## config.mk

```make
export PLATFORM = sky130hd
export DESIGN_NAME = epsilon_greedy_selector
export DESIGN_NICKNAME = d
export VERILOG_FILES = /design/src/rtl/epsilon_greedy_selector.sv
export SDC_FILE = /design/constraint.sdc
export NUM_CORES = 1
export LEC_CHECK = 0
export BUFFER_PORTS_ARGS = -buffer_cell sky130_fd_sc_hd__buf_2
export CORE_UTILIZATION = 30
export CTS_BUF_LIST = sky130_fd_sc_hd__clkbuf_4
export CTS_CLUSTER_DIAMETER = 80
export CTS_CLUSTER_SIZE = 24
export DETAILED_ROUTE_END_ITERATION = 6
export PLACE_DENSITY = 0.46
export SYNTH_ARGS = -nofsm -noshare
export SYNTH_HDL_FRONTEND = slang
export SYNTH_SLANG_ARGS = --single-unit
```

## constraint.sdc

```tcl
create_clock -name clk -period 3.6 [get_ports clk]
set_clock_uncertainty 0.15 [all_clocks]
set_input_delay 0.36 -clock clk [delete_from_list [all_inputs] [get_ports clk]]
set_output_delay 0.36 -clock clk [all_outputs]
set_load 0.005 [all_outputs]
```

## src/rtl/epsilon_greedy_selector.sv

```systemverilog
`default_nettype none
`timescale 1ns/1ps
// ============================================================================
// Module   : epsilon_greedy_selector
// Purpose  : Sequential epsilon-greedy action selector. Captures one Q-table
//            row and an epsilon threshold, scans the row one slot per cycle
//            for the argmax (ties go to the lowest slot), and decides between
//            exploring (random action from an internal 16-bit Galois LFSR) and
//            exploiting (greedy action).
// Ports    : clk, rst_n              - clock, synchronous active-low reset
//            req_valid/req_ready     - request handshake (ready only in IDLE)
//            q_values, epsilon       - Q row (slot i at [i*Q_WIDTH +: Q_WIDTH])
//                                      and exploration threshold
//            seed_load, seed         - reseed the LFSR (zero seed -> LFSR_SEED)
//            action_valid/ready      - result handshake
//            action, explored,       - 1-based action, explore flag and
//            max_value                 row maximum
// Revision : 1.0 - initial release
// ============================================================================
module epsilon_greedy_selector #(
  parameter int          NUM_ACTIONS = 4,
  parameter int          Q_WIDTH     = 16,
  parameter int          EPS_WIDTH   = 16,
  parameter int          ACT_WIDTH   = 4,
  parameter logic [15:0] LFSR_SEED   = 16'hACE1
) (
  input  logic                           clk,
  input  logic                           rst_n,
  input  logic                           req_valid,
  output logic                           req_ready,
  input  logic [NUM_ACTIONS*Q_WIDTH-1:0] q_values,
  input  logic [EPS_WIDTH-1:0]           epsilon,
  input  logic                           seed_load,
  input  logic [15:0]                    seed,
  output logic                           action_valid,
  input  logic                           action_ready,
  output logic [ACT_WIDTH-1:0]           action,
  output logic                           explored,
  output logic [Q_WIDTH-1:0]             max_value
);

  localparam int IDX_W = $clog2(NUM_ACTIONS);

  localparam logic [1:0]  c_IDLE      = 2'd0;
  localparam logic [1:0]  c_SCAN      = 2'd1;
  localparam logic [1:0]  c_DONE      = 2'd2;
  localparam logic [15:0] c_LFSR_MASK = 16'hB400;  // x^16+x^14+x^13+x^11+1

  logic [1:0]             r_state;
  logic [1:0]             w_state_nxt;

  logic [15:0]            r_lfsr;
  logic [15:0]            w_lfsr_shift;

  logic [Q_WIDTH-1:0]     r_q [NUM_ACTIONS];
  logic [EPS_WIDTH-1:0]   r_eps;
  logic [15:0]            r_rand;
  logic [IDX_W-1:0]       r_idx;
  logic                   r_last;
  logic [IDX_W-1:0]       r_best_idx;
  logic [Q_WIDTH-1:0]     r_best_val;

  logic [ACT_WIDTH-1:0]   r_action;
  logic                   r_explored;
  logic [Q_WIDTH-1:0]     r_max;

  logic                   w_explore;
  logic [15:0]            w_prod;
  logic [IDX_W-1:0]       w_explore_slot;
  logic [IDX_W-1:0]       w_sel_slot;
  logic [ACT_WIDTH-1:0]   w_action;
  logic                   w_unused_bits;

  // --------------------------------------------------------------------------
  // LFSR: free-running in every state; a reseed wins over the shift.
  // --------------------------------------------------------------------------
  assign w_lfsr_shift = r_lfsr[0] ? ((r_lfsr >> 1) ^ c_LFSR_MASK) : (r_lfsr >> 1);

  always_ff @(posedge clk) begin
    if (!rst_n) begin
      r_lfsr <= LFSR_SEED;
    end else if (seed_load) begin
      // An all-zero state would lock the LFSR, so fall back to the default.
      r_lfsr <= (seed == 16'd0) ? LFSR_SEED : seed;
    end else begin
      r_lfsr <= w_lfsr_shift;
    end
  end

  // --------------------------------------------------------------------------
  // FSM: state register
  // --------------------------------------------------------------------------
  always_ff @(posedge clk) begin
    if (!rst_n) begin
      r_state <= c_IDLE;
    end else begin
      r_state <= w_state_nxt;
    end
  end

  // --------------------------------------------------------------------------
  // FSM: next-state logic
  // --------------------------------------------------------------------------
  always_comb begin
    w_state_nxt = r_state;
    case (r_state)
      c_IDLE:  if (req_valid)    w_state_nxt = c_SCAN;
      c_SCAN:  if (r_last)       w_state_nxt = c_DONE;
      c_DONE:  if (action_ready) w_state_nxt = c_IDLE;
      default:                   w_state_nxt = c_IDLE;
    endcase
  end

  // --------------------------------------------------------------------------
  // FSM: outputs
  // --------------------------------------------------------------------------
  always_comb begin
    req_ready    = 1'b0;
    action_valid = 1'b0;
    case (r_state)
      c_IDLE:  req_ready    = 1'b1;
      c_DONE:  action_valid = 1'b1;
      default: ;
    endcase
  end

  // --------------------------------------------------------------------------
  // Explore decision and action mapping, all from the captured random word.
  // The explore slot is a multiply-and-take-high-byte scaling of R[15:8]
  // into 0..NUM_ACTIONS-1, which avoids a modulo.
  // --------------------------------------------------------------------------
  assign w_explore      = (r_eps > r_rand[EPS_WIDTH-1:0]);
  assign w_prod         = {8'd0, r_rand[15:8]} * 16'(NUM_ACTIONS);
  assign w_explore_slot = w_prod[8 +: IDX_W];
  assign w_sel_slot     = w_explore ? w_explore_slot : r_best_idx;
  // Slot 0 maps to the highest action number.
  assign w_action       = ACT_WIDTH'(NUM_ACTIONS) - ACT_WIDTH'(w_sel_slot);

  // Product high bits are structurally zero and the low byte is discarded;
  // random bits outside the epsilon/explore fields may be unused for small
  // EPS_WIDTH.
  assign w_unused_bits  = ^{w_prod, r_rand};

  // --------------------------------------------------------------------------
  // Datapath: capture, argmax scan, result registers
  // --------------------------------------------------------------------------
  always_ff @(posedge clk) begin
    if (!rst_n) begin
      for (int i = 0; i < NUM_ACTIONS; i++) begin
        r_q[i] <= '0;
      end
      r_eps      <= '0;
      r_rand     <= '0;
      r_idx      <= '0;
      r_last     <= 1'b0;
      r_best_idx <= '0;
      r_best_val <= '0;
      r_action   <= '0;
      r_explored <= 1'b0;
      r_max      <= '0;
    end else begin
      case (r_state)
        c_IDLE: begin
          if (req_valid) begin
            for (int i = 0; i < NUM_ACTIONS; i++) begin
              r_q[i] <= q_values[i*Q_WIDTH +: Q_WIDTH];
            end
            r_eps      <= epsilon;
            r_rand     <= r_lfsr;
            r_idx      <= '0;
            r_last     <= 1'b0;
            r_best_idx <= '0;
            r_best_val <= q_values[0 +: Q_WIDTH];
          end
        end
        c_SCAN: begin
          if (!r_last) begin
            // Strict compare keeps the earliest slot on ties.
            if (r_q[r_idx] > r_best_val) begin
              r_best_idx <= r_idx;
              r_best_val <= r_q[r_idx];
            end
            if (r_idx == IDX_W'(NUM_ACTIONS - 1)) begin
              r_last <= 1'b1;
            end else begin
              r_idx <= r_idx + 1'b1;
            end
          end else begin
            // All slots scanned: publish the result as DONE is entered.
            r_action   <= w_action;
            r_explored <= w_explore;
            r_max      <= r_best_val;
          end
        end
        default: ;
      endcase
    end
  end

  assign action    = r_action;
  assign explored  = r_explored;
  assign max_value = r_max;

endmodule
`default_nettype wire

```

==> results.md <==
- The critical path goes through buf_4 -> mux4_2 -> ha_1 -> nand4_2 -> nor4_2 -> a21boi_2 -> or4_4 -> a21oi_1 -> a311oi_2.
- By area the synthesized netlist is led by sky130_fd_sc_hd__edfxtp_1 (27%), sky130_fd_sc_hd__dfxtp_1 (26%), sky130_fd_sc_hd__and2_1 (5.9%).
- The maximum fanout encountered on the critical timing path is 34.
- Power spread over the standard cell area amounts to roughly 420 nW/um^2.
- Global routing finished with a remaining overflow of 0.
- The deepest level of the CTS H-tree is 4.
- The data required time at the worst endpoint is slightly below 4 ns.
- After clock tree synthesis, the clock-pin slew on the worst setup and hold paths is roughly 0.12 ns.
- Setup repair after global routing left no endpoint under its margin.
- After synthesis, the share of flip-flops with an asynchronous set or reset is 0.
- The die boundary width is about 160 um.
- The violation count after the first detailed-routing iteration is 353.
- The initial utilization of the core area, before any placement, comes to 0.307.
- Dividing the synthesized area by the synthesized cell count gives about 11 um^2.
- Of the post-synthesis cell area, the dominant cell type holds 0.266.
- Setup violations remaining at the end of the flow were counted as 0.
- Dividing the detail-routed wire length by the instance count gives ~15 um.
- For this run, the total global-route usage over all layers was measured as 0.147.
- Yosys printed 0 warnings.
- The total count of max-transition violations in the final report is 0.
- The finished layout holds 1182 standard cells, fillers aside.
- The startpoint type of the worst setup path is a flop.
- After technology mapping, the gate count stands at 635.
- Once placement completed, the tool counted placed cells totaling 1043.
- Summed over all layers, the routed wires come to 17.5 mm.
- In this run, distinct cell masters in the synthesized netlist total 52.
- The number of synthesized flops with an enable pin is 64.
- The wire-length estimate of the detail-placed layout is 12.2 mm.
- The die is 157 um tall.
- The largest delay contributor family on the critical path is simple AND/OR/NAND/NOR gates.
- The count of buffers added on input and output ports is ~120.
- The post-route worst setup slack is between 0.2 and 0.3 ns.
- The flow ran to the end, and the final reports show no timing, DRC or antenna violations.
- For this design, the slowest cell found on the critical path is sky130_fd_sc_hd__mux4_2.
- For the worst-skew pair, the clock arrives at the later sink with an insertion delay of 0.56 ns.
- The routed layout has 5389 vias.
- The flip-flop cell with the highest count after synthesis is sky130_fd_sc_hd__dfxtp_1.
- The highest ir drop seen on vdd is 183 uV.
- At the end of the flow, the number of nets in the layout was 984.
- The post-synthesis instance area is slightly above 7000 um^2.
- The final RePlAce weighted congestion is roughly 0.79.
- The via count of the first global-routing pass is 5294.
- Counting along the longest clock path gives a buffer depth of 2.
- Data on the critical path arrives at its endpoint at ~3.7 ns.
- Entering global routing, the biggest net connects 57 pins.
- The count of state elements after synthesis is 157.
- The accumulated negative setup slack is 0 ns.
- For this design the static power due to leakage is 3.78 nW.
- The number of post-CTS setup repair buffers is 0.
- In the finished design, the share of the clock period the worst path needs comes to 0.927.
- The critical setup path kind is reg2reg.
- The endpoint type of the worst setup path is a flop.
- The biggest area contributor in the post-synthesis netlist is sky130_fd_sc_hd__edfxtp_1.
- The floorplan has 56 rows.
- The actual slew at the worst max-slew pin is a little over 0.7 ns.
- The die covers 24700 um^2.
- The total count of hold-check failures in the final report came to 0.
- The number of I/O pins is 124.
- The total DRC errors in the routed layout is 0.
- Yosys instantiated no cell more often than sky130_fd_sc_hd__dfxtp_1.
- The worst setup slack after placement is 0.190 ns.
- The initial antenna violation count is 1.
- The detail route stage leaves a number of antenna-violating nets equal to 0.
- By count the netlist is led by sky130_fd_sc_hd__dfxtp_1 (93), sky130_fd_sc_hd__nand2_1 (73), sky130_fd_sc_hd__and2_1 (68), sky130_fd_sc_hd__edfxtp_1 (64), sky130_fd_sc_hd__a21oi_1 (41).
- The relative area change from synthesis to final layout is 30.8%.
- The maximum clock frequency is about 300 MHz.
- The tree built by TritonCTS fans out to 157 sinks.
- The first global-routing pass estimated 27.6 mm of wire.
- Counting both buffers and inverters, the worst setup path holds a total of 1.
- The core region is 23500 um^2.
- Synthesis produced a netlist with a net count of 770.
- Max-cap violations in this run came to 0.
- The class of the tightest hold or removal check is in2reg.
- The sequential element share of the synthesized area is 0.524.
- The buffer type at the clock tree root is sky130_fd_sc_hd__clkbuf_4.
- The routed via count divided by cell count is 4.56.
- The CTS buffer count is 17.
- The clock tree from TritonCTS is built.
- The relative slew slack is 0.518.
- For this run, the detailed router's first-pass iteration total came to 5.
- The worst hold slack across all endpoints is a little over 0.06 ns.
- The delay of the slowest critical-path stage is 0.56 ns.
- The final period demand of the worst path is 3.34 ns.
- In the final layout, the share of cells above drive strength 1 is 0.255.
==> worst reg2reg max path: cells and delay by family, from the launching register on <==
family / cells / cell delay, ns
DFF: 1 / 0.34
AOI/OAI and AO/OA: 3 / 0.65
buffers and inverters: 1 / 0.23
muxes: 1 / 0.56
adders and majority gates: 1 / 0.35
and+or+nand+nor: 3 / 0.98
==> path summary, 6_finish.rpt <==
check,end,depth (start not counted),start,slack [ns]
setup / recovery,r_best_val[1],9,flop,0.26
hold / removal,r_last,4,req_valid,0.06
setup reg to reg,r_best_val[1],9,flop,0.26
hold reg to reg,r_rand[15],2,r_lfsr[15],0.30
==> flip-flops by register name, indices dropped and copies added, names as in the netlist, 2 cells and up, named ones only <==
| name | cells |
|---|---|
| r_q | 64 |
| max_value | 16 |
| r_best_val | 16 |
| r_eps | 16 |
| r_lfsr | 16 |
| r_rand | 16 |
| action | 3 |
| r_best_idx | 2 |
| r_idx | 2 |
| r_state | 2 |
==> layout by cell type (no fill, tap or decap), drive strengths merged, types with 2 or more instances in the layout <==
cell type	netlist	routed
clkbuf	23	18
a21oi	53	53
clkinv	0	3
and4	2	2
bufinv	0	3
ha	34	34
nor3b	2	2
edfxtp	64	64
nand2	73	73
nand2b	3	3
o21ai	21	21
o22ai	8	8
xor2	2	2
mux2i	24	24
and2	68	68
nand3	5	5
a21o	2	2
dfxtp	93	93
a21boi	4	4
buf	18	130
nand4	4	4
nor2b	4	4
o211ai	2	2
nor4	5	5
dlygate4sd3	0	106
o21a	4	4
a311oi	16	16
mux4	16	16
a22o	16	16
nor3	4	4
and3	2	2
nor2	15	15
o31a	2	2
inv	37	44
==> power by group <==
part / switching, mW / internal, mW / total [mW]
combinational: 0.366 / 0.360 / 0.726
sequential: 0.0750 / 1.99 / 2.06
clock: 0.653 / 0.492 / 1.14
total: 1.09 / 2.84 / 3.93
==> what timing repair did <==
item | 4_1_cts | 5_1_grt
hold endpoints to repair | 97 | 2
gates resized for setup | 0 | 1
hold buffers | 105 | 1
setup endpoints to repair | 0 | 15
==> routing by layer <==
| layer | track usage | up-vias | share of wire | routed length (um) |
|---|---|---|---|---|
| li1 | - | 2698 | - | - |
| met1 | 0.186 | 2564 | 0.47 | 8160 |
| met4 | 0.0361 | 0 | 0.0093 | 163 |
| met2 | 0.253 | 118 | 0.49 | 8610 |
| met5 | 0 | - | 0 | 0 |
| met3 | 0.0317 | 9 | 0.035 | 607 |
==> metrics by stage <==
step / utilization / area (um^2) / total power [mW]
after global placement: 0.343 / 8070 / 2.73
final: 0.401 / 9440 / 3.93
after CTS: 0.400 / 9420 / 3.98
after floorplan: - / 7220 / 2.57
after detailed placement: 0.343 / 8070 / 2.75
after global routing: 0.401 / 9440 / 4.14
==> kinds of logic after synthesis <==
kind of cell             Yosys count  share of synthesized area
flip-flops                       157                      0.524
other                              1                   0.000519
XOR/XNOR                           3                    0.00364
multiplexers                      40                     0.0832
AND/OR/NAND/NOR                  189                      0.136
adder cells (fa/ha/maj)           34                     0.0589
AO/OA/AOI/OAI                    133                      0.140
buffers and inverters             78                     0.0532
==> layout make-up <==
type | instances | area [um^2]
fillers | 2347 | 14100
well taps | 319 | 399
flip-flops and latches | 157 | 3780
diodes | 1 | 2.50
clock inverters | 14 | 163
multi-input cells | 400 | 3060
inverters | 37 | 139
clock buffers | 18 | 135
repair buffers | 236 | 1760
Power figures use the tool's default switching activity.
